File: src/rtl/stepper_pkg.sv
// Shared types and phase sequencing helpers for the stepper channel array.
package stepper_pkg;

  typedef enum logic [1:0] {IDLE, MOVE, HOLD} state_t;

  // Coil pattern per phase index, bit order {A1, B1, A2, B2}.
  localparam logic [3:0] PHASE_TABLE [8] = '{
    4'b1000, 4'b1100, 4'b0100, 4'b0110,
    4'b0010, 4'b0011, 4'b0001, 4'b1001
  };

  function automatic logic [2:0] phase_next(input logic [2:0] idx, input logic dir,
                                            input logic half);
    logic [2:0] stp;
    stp = half ? 3'd1 : 3'd2;
    return dir ? idx + stp : idx - stp;
  endfunction

endpackage

File: src/rtl/stepper_array_ctrl_if.sv
// Digit/load command bus shared with the digit display source.
interface stepper_array_ctrl_if #(
  parameter int NUM_CH = 2,
  parameter int POS_W  = 4
);
  localparam int CH_W = (NUM_CH > 1) ? $clog2(NUM_CH) : 1;

  logic [POS_W-1:0] digit;
  logic             load;
  logic [CH_W-1:0]  ch_sel;

  modport master (output digit, load, ch_sel);
  modport slave  (input  digit, load, ch_sel);
endinterface

File: src/rtl/stepper_channel.sv
// One stepper channel: command FIFO, move/hold sequencer, position and phase tracking.
//   state | meaning
//   IDLE  | coils off, waiting for a queued target
//   MOVE  | stepping toward target on each step tick
//   HOLD  | at target, coils energised until HOLD_TICKS ticks pass
module stepper_channel
  import stepper_pkg::*;
#(
  parameter int POS_W          = 4,
  parameter int STEPS_PER_UNIT = 50,
  parameter int FIFO_DEPTH     = 4,
  parameter int HOLD_TICKS     = 8
) (
  input  logic             clk,
  input  logic             reset,
  input  logic             tick,
  input  logic             load,
  input  logic [POS_W-1:0] digit,
  input  logic             half,
  output logic [3:0]       coils,
  output logic             busy,
  output logic             fifo_full,
  output logic             overflow
);

  localparam int PW = $clog2((2 ** POS_W) * STEPS_PER_UNIT * 2) + 1;
  localparam int AW = $clog2(FIFO_DEPTH);
  localparam int HW = $clog2(HOLD_TICKS + 1);
  localparam logic [PW-1:0] HS_PER_UNIT = PW'(STEPS_PER_UNIT * 2);
  localparam logic [HW-1:0] HOLD_LAST   = HW'(HOLD_TICKS - 1);

  logic [POS_W-1:0] mem [FIFO_DEPTH];
  logic [AW:0]      wr_ptr, rd_ptr;
  logic             empty, full, push, pop;
  logic [POS_W-1:0] head;

  state_t        state, state_n;
  logic [PW-1:0] pos, pos_n, target, target_n, step_hs;
  logic [2:0]    idx, idx_n;
  logic [HW-1:0] hold_cnt, hold_n;
  logic          dir, fine;

  assign empty     = (wr_ptr == rd_ptr);
  assign full      = (wr_ptr[AW] != rd_ptr[AW]) && (wr_ptr[AW-1:0] == rd_ptr[AW-1:0]);
  assign push      = load && (!full || pop);
  assign head      = mem[rd_ptr[AW-1:0]];
  assign fifo_full = full;
  assign busy      = (state != IDLE) || !empty;

  // An odd position in full-step mode takes one half-step to get back on even phases.
  assign dir     = (target > pos);
  assign fine    = half || pos[0];
  assign step_hs = fine ? PW'(1) : PW'(2);

  always_comb begin
    state_n  = state;
    pos_n    = pos;
    idx_n    = idx;
    target_n = target;
    hold_n   = hold_cnt;
    pop      = 1'b0;
    case (state)
      IDLE: begin
        if (!empty) begin
          pop      = 1'b1;
          target_n = PW'(head) * HS_PER_UNIT;
          state_n  = MOVE;
        end
      end
      MOVE: begin
        if (pos == target) begin
          state_n = HOLD;
          hold_n  = '0;
        end else if (tick) begin
          idx_n = phase_next(idx, dir, fine);
          pos_n = dir ? pos + step_hs : pos - step_hs;
        end
      end
      HOLD: begin
        if (!empty) begin
          pop      = 1'b1;
          target_n = PW'(head) * HS_PER_UNIT;
          state_n  = MOVE;
        end else if (tick) begin
          if (hold_cnt == HOLD_LAST) state_n = IDLE;
          else                       hold_n  = hold_cnt + 1'b1;
        end
      end
      default: state_n = IDLE;
    endcase
  end

  always_ff @(posedge clk) begin
    if (push) mem[wr_ptr[AW-1:0]] <= digit;
  end

  always_ff @(posedge clk) begin
    if (reset) begin
      state    <= IDLE;
      pos      <= '0;
      idx      <= '0;
      target   <= '0;
      hold_cnt <= '0;
      coils    <= '0;
      wr_ptr   <= '0;
      rd_ptr   <= '0;
      overflow <= 1'b0;
    end else begin
      state    <= state_n;
      pos      <= pos_n;
      idx      <= idx_n;
      target   <= target_n;
      hold_cnt <= hold_n;
      coils    <= (state_n == IDLE) ? 4'b0000 : PHASE_TABLE[idx_n];
      if (push) wr_ptr <= wr_ptr + 1'b1;
      if (pop)  rd_ptr <= rd_ptr + 1'b1;
      if (load && full && !pop) overflow <= 1'b1;
    end
  end

endmodule

File: src/rtl/stepper_array_ctrl.sv
// Array of bipolar stepper channels fed from one digit/load bus with a shared step-tick divider.
module stepper_array_ctrl
  import stepper_pkg::*;
#(
  parameter int NUM_CH         = 2,
  parameter int POS_W          = 4,
  parameter int STEPS_PER_UNIT = 50,
  parameter int FIFO_DEPTH     = 4,
  parameter int DIV_W          = 20,
  parameter int STEP_DIV       = 100000,
  parameter int HOLD_TICKS     = 8
) (
  input  logic              clk,
  input  logic              reset,
  stepper_array_ctrl_if.slave cmd,
  input  logic [NUM_CH-1:0] half_step,
  output logic [NUM_CH-1:0] A1,
  output logic [NUM_CH-1:0] A2,
  output logic [NUM_CH-1:0] B1,
  output logic [NUM_CH-1:0] B2,
  output logic [NUM_CH-1:0] PWM1,
  output logic [NUM_CH-1:0] PWM2,
  output logic [NUM_CH-1:0] busy,
  output logic [NUM_CH-1:0] fifo_full,
  output logic [NUM_CH-1:0] overflow
);

  localparam int CH_W = (NUM_CH > 1) ? $clog2(NUM_CH) : 1;
  localparam logic [DIV_W-1:0] DIV_LAST = DIV_W'(STEP_DIV - 1);

  logic [DIV_W-1:0] div;
  logic             tick;

  assign tick = (div == DIV_LAST);

  always_ff @(posedge clk) begin
    if (reset)     div <= '0;
    else if (tick) div <= '0;
    else           div <= div + 1'b1;
  end

  for (genvar i = 0; i < NUM_CH; i++) begin : g_ch
    logic       sel;
    logic [3:0] coils;

    // Out-of-range ch_sel matches no channel, so the load is simply dropped.
    assign sel = cmd.load && (cmd.ch_sel == CH_W'(i));

    stepper_channel #(
      .POS_W          (POS_W),
      .STEPS_PER_UNIT (STEPS_PER_UNIT),
      .FIFO_DEPTH     (FIFO_DEPTH),
      .HOLD_TICKS     (HOLD_TICKS)
    ) u_ch (
      .clk       (clk),
      .reset     (reset),
      .tick      (tick),
      .load      (sel),
      .digit     (cmd.digit),
      .half      (half_step[i]),
      .coils     (coils),
      .busy      (busy[i]),
      .fifo_full (fifo_full[i]),
      .overflow  (overflow[i])
    );

    assign A1[i]   = coils[3];
    assign B1[i]   = coils[2];
    assign A2[i]   = coils[1];
    assign B2[i]   = coils[0];
    assign PWM1[i] = coils[3] | coils[1];
    assign PWM2[i] = coils[2] | coils[0];
  end

endmodule

File: src/flat_wrapper.sv
// flat-port wrapper written by rule: the top's interface ports become plain ports
module stepper_array_ctrl_flat import stepper_pkg::*;
#(
  parameter int NUM_CH         = 2,
  parameter int POS_W          = 4,
  parameter int STEPS_PER_UNIT = 50,
  parameter int FIFO_DEPTH     = 4,
  parameter int DIV_W          = 20,
  parameter int STEP_DIV       = 100000,
  parameter int HOLD_TICKS     = 8
)
  (clk, reset, half_step, A1, A2, B1, B2, PWM1, PWM2, busy, fifo_full, overflow, cmd_digit, cmd_load, cmd_ch_sel);
  stepper_array_ctrl_if #(.NUM_CH(NUM_CH), .POS_W(POS_W)) cmd_i ();
  input  logic clk;
  input  logic reset;
  input  logic [NUM_CH-1:0] half_step;
  output logic [NUM_CH-1:0] A1;
  output logic [NUM_CH-1:0] A2;
  output logic [NUM_CH-1:0] B1;
  output logic [NUM_CH-1:0] B2;
  output logic [NUM_CH-1:0] PWM1;
  output logic [NUM_CH-1:0] PWM2;
  output logic [NUM_CH-1:0] busy;
  output logic [NUM_CH-1:0] fifo_full;
  output logic [NUM_CH-1:0] overflow;
  input wire logic [$bits(cmd_i.digit)-1:0] cmd_digit;
  input wire logic [$bits(cmd_i.load)-1:0] cmd_load;
  input wire logic [$bits(cmd_i.ch_sel)-1:0] cmd_ch_sel;
  assign cmd_i.digit = cmd_digit;
  assign cmd_i.load = cmd_load;
  assign cmd_i.ch_sel = cmd_ch_sel;
  stepper_array_ctrl #(.NUM_CH(NUM_CH), .POS_W(POS_W), .STEPS_PER_UNIT(STEPS_PER_UNIT), .FIFO_DEPTH(FIFO_DEPTH), .DIV_W(DIV_W), .STEP_DIV(STEP_DIV), .HOLD_TICKS(HOLD_TICKS)) u_core (.clk(clk), .reset(reset), .cmd(cmd_i), .half_step(half_step), .A1(A1), .A2(A2), .B1(B1), .B2(B2), .PWM1(PWM1), .PWM2(PWM2), .busy(busy), .fifo_full(fifo_full), .overflow(overflow));
endmodule
File: config.mk
export PLATFORM = sky130hd
export DESIGN_NAME = stepper_array_ctrl_flat
export DESIGN_NICKNAME = d
export VERILOG_FILES = /design/src/rtl/stepper_pkg.sv /design/src/rtl/stepper_array_ctrl_if.sv /design/src/rtl/stepper_channel.sv /design/src/rtl/stepper_array_ctrl.sv /design/src/flat_wrapper.sv
export SDC_FILE = /design/constraint.sdc
export NUM_CORES = 1
export LEC_CHECK = 0
export BUFFER_PORTS_ARGS = -buffer_cell sky130_fd_sc_hd__buf_2
export CORE_ASPECT_RATIO = 0.8
export CORE_MARGIN = 4
export CORE_UTILIZATION = 40
export DETAILED_ROUTE_END_ITERATION = 8
export HOLD_SLACK_MARGIN = 0.08
export SYNTH_ARGS = -nofsm -noshare
export SYNTH_HDL_FRONTEND = slang
export SYNTH_HIERARCHICAL = 1
export SYNTH_SLANG_ARGS = --single-unit
File: constraint.sdc
create_clock -name clk -period 4.3 [get_ports clk]
set_clock_uncertainty 0.2 [all_clocks]
set_input_delay 0 -clock clk [delete_from_list [all_inputs] [get_ports clk]]
set_output_delay 0 -clock clk [all_outputs]
set_load 0.02 [all_outputs]
==> metrics.txt <==
worst vdd ir 0.0003041 V; initial antenna violation count 0; deepest clock path buffer count 2; layout cells sized above 1 about an eighth; post-route clock period utilization between 80% and 90%; Net count, final around 900; pwr dens a little under 700 nW/um2; CTS Root Cell clkbuf_16; Worst Hold Slack about 0.22 ns; worst relative slew slack around a third; most frequent cells in the layout dfxtp_1 (106), nor2_1 (92), ha_1 (72), nand2_1 (63), inv_1 (47); Multi-input gate area between 4000 and 5000 um2; hpwl dp 10.58 mm; number of synthesized register bits roughly 140; Layout Utilization about 47%; status completed; most common cell after layout, fill and taps aside dfxtp_1; CP Capture Type register; Reg2Reg Launch Point u_core/g_ch[0].u_ch/pos[7]; peak fanout along the critical path 13; IO Pins 28; Final setup viols 0; Routed Antenna Nets 0; worst slew pin tran 0.9926 ns; Die Height between 100 and 150 um; Seq/Total Area, Yosys 40.41%; CTS H-tree depth 4; Inserted Clock Buffers 17; grt ovf 0; highest clock rate roughly 0.26 GHz; # DRC 0; Tmin final roughly 3.8 ns; RSZ-0062 raised after global routing no; CTS tree done; first-pass GRT wire length approximately 25 mm; CTS clk-pin slew, worst paths approximately 0.060 ns; Row Count 44; Slew Limit Fails 0; asr flop ratio synth 0%; Core ar. about 18000 um2; post-synthesis cell count between 700 and 800; vias in the first global route a little over 5000; crit path launch u_core/g_ch[0].u_ch/pos[7]; Die W between 150 and 200 um; endpoints failing hold 0; Antenna Diode Count 0; drt initial violations ~230; Post-synth EDFFs 32; Initial Util 41.37%; DR vias/cell just over 5; critical path type reg2reg; clock sinks 138; die area 21360 um2; Worst Path Required 4.46 ns; Leak 0.003472 uW; Syn. warnings 6; sequential cell area about 3000 um2; largest net degree at the start of global routing 53; Total Power ~5800 uW; Avg Cell Area, Syn ~9.7 um2; Hold Crit Class in2reg; Detailed Routing Iterations Pass 1 5; Area growth, synth to finish 13.89%; post-DR wirelength/cell 13.55 um; Setup TNS 0 ns; clk_lat worst skew 0.42 ns; Post-Syn Nets between 800 and 900; Setup WS post-layout between 0.4 and 0.5 ns; crit path DAT between 3 and 4 ns; port bufs 27; Worst path max stage delay between 0.4 and 0.5 ns; Worst path slowest cell or2_2; Routed WL ~15 mm; Worst Hold Launch cmd_digit[1]; Setup crit start kind register; synth unique cells 68; fill count around 1700; vias ~5500; maximum capacitance violations 0; GRT Util Overall ~14%; Main synth FF type dfxtp_1; most frequent CP cell ha_1; crit path cell chain inv_1 > ha_1 > nand4_1 > nor4_2 > a211o_4 > or2_2 > ha_1 > a21o_1 > a21oi_1 > nand2b_1 > a31oi_1 > a41oi_1 > or4_1 > nand3_1; pre-CTS setup slack about 0.52 ns; R2R Setup Slk roughly 0.50 ns; Final Wtd Congestion about 0.8; synthesized cell area around 7600 um2
stage by stage:
stage	area, um2	cells
after CTS	8690	1097
after global placement	8024	1053
after global routing	8690	1097
after floorplan	7630	789
after detailed placement	8024	1053
final	8690	1097
sequential cells by signal, summed over array words and instances (netlist names), named ones only:
| register | flops |
|---|---|
| u_core/g_ch.u_ch/pos | 24 |
| u_core/g_ch.u_ch/wr_ptr | 6 |
| u_core/g_ch.u_ch/idx | 6 |
| u_core/g_ch.u_ch/target | 18 |
| u_core/g_ch.u_ch/mem | 32 |
| u_core/g_ch.u_ch/coils | 8 |
| u_core/g_ch.u_ch/overflow | 2 |
| u_core/g_ch.u_ch/rd_ptr | 6 |
| u_core/g_ch.u_ch/state | 4 |
| u_core/g_ch.u_ch/hold_cnt | 8 |
| u_core/div | 20 |
final cells by class:
class	instances	share of cell area (%)
multi-input combinational	582	49.11
sequential	138	35.48
clock buffer	19	5.097
tap	253	3.643
timing repair buffer	45	3.456
inverter	47	2.030
clock inverter	13	1.181
power breakdown:
part           internal [uW]  leakage (uW)  switching, uW
logic                   1230       0.00206           1660
clock network            801      0.000262            548
registers               1470       0.00115            129
total                   3500       0.00347           2340
logic make-up after synthesis:
logic type / Yosys count / synth area share [%]
adder cells (fa/ha/maj): 76 / 12.86
XOR/XNOR: 52 / 6.314
multiplexers: 37 / 6.199
flip-flops: 138 / 40.41
AND/OR/NAND/NOR: 286 / 19.07
AO/OA/AOI/OAI: 131 / 11.50
buffers and inverters: 69 / 3.657
metal layers:
layer  vias up  share of wire (%)  track usage (%)
li1       2906                  -                -
met1      2524                 55            21.08
met2        66                 42            20.87
met3        17                2.4            3.381
met4         0                1.3            4.462
met5         -                  0                0
what timing repair did:
| item | CTS | global route |
|---|---|---|
| hold buffers | 12 | 0 |
| gates resized for setup | 0 | 0 |
| buffers inserted | 0 | 0 |
| endpoints found under the hold margin | 59 | 0 |
| endpoints found under the setup margin | 0 | 0 |
Yosys cell counts, types with 5 or more instances:
cell type,number,area (um2)
nand2b_1,6,37.54
mux2i_1,27,270.3
or3_1,7,43.79
nand3_1,18,90.09
xor2_1,20,175.2
or4_1,5,37.54
a21o_1,8,60.06
o31ai_1,8,60.06
xnor2_1,30,262.8
a31oi_1,15,93.84
buf_2,10,50.05
o21ai_0,16,80.08
and3_1,7,43.79
nand2_1,63,236.5
nand4_1,12,75.07
mux4_2,8,180.2
nor4_1,9,56.30
nor3_1,12,60.06
o21a_1,5,37.54
a21oi_1,45,225.2
inv_1,47,176.4
a211oi_1,7,52.55
and2_1,13,81.33
ha_1,72,900.9
clkbuf_1,10,37.54
edfxtp_1,32,960.9
or2_2,9,56.30
nor2_1,92,345.3
dfxtp_1,106,2122
nor2b_1,10,62.56
worst max-delay path: cells and delay by family, from the launching register on:
family                     cells  cell delay [ns]
DFF                            1             0.36
AOI/OAI and AO/OA              5             1.03
adders and majority gates      2             0.74
buffers and inverters          1             0.06
and+or+nand+nor                6             1.34
final timing paths:
kind / to / cells after the start
worst max-delay path: u_core/g_ch[0].u_ch/pos[10] / 14
worst min-delay path: u_core/g_ch[1].u_ch/mem[1][1] / 2
worst max register to register: u_core/g_ch[0].u_ch/pos[10] / 14
worst min register to register: u_core/g_ch[0].u_ch/overflow / 2
No activity file was read; power rests on OpenSTA's default activity.
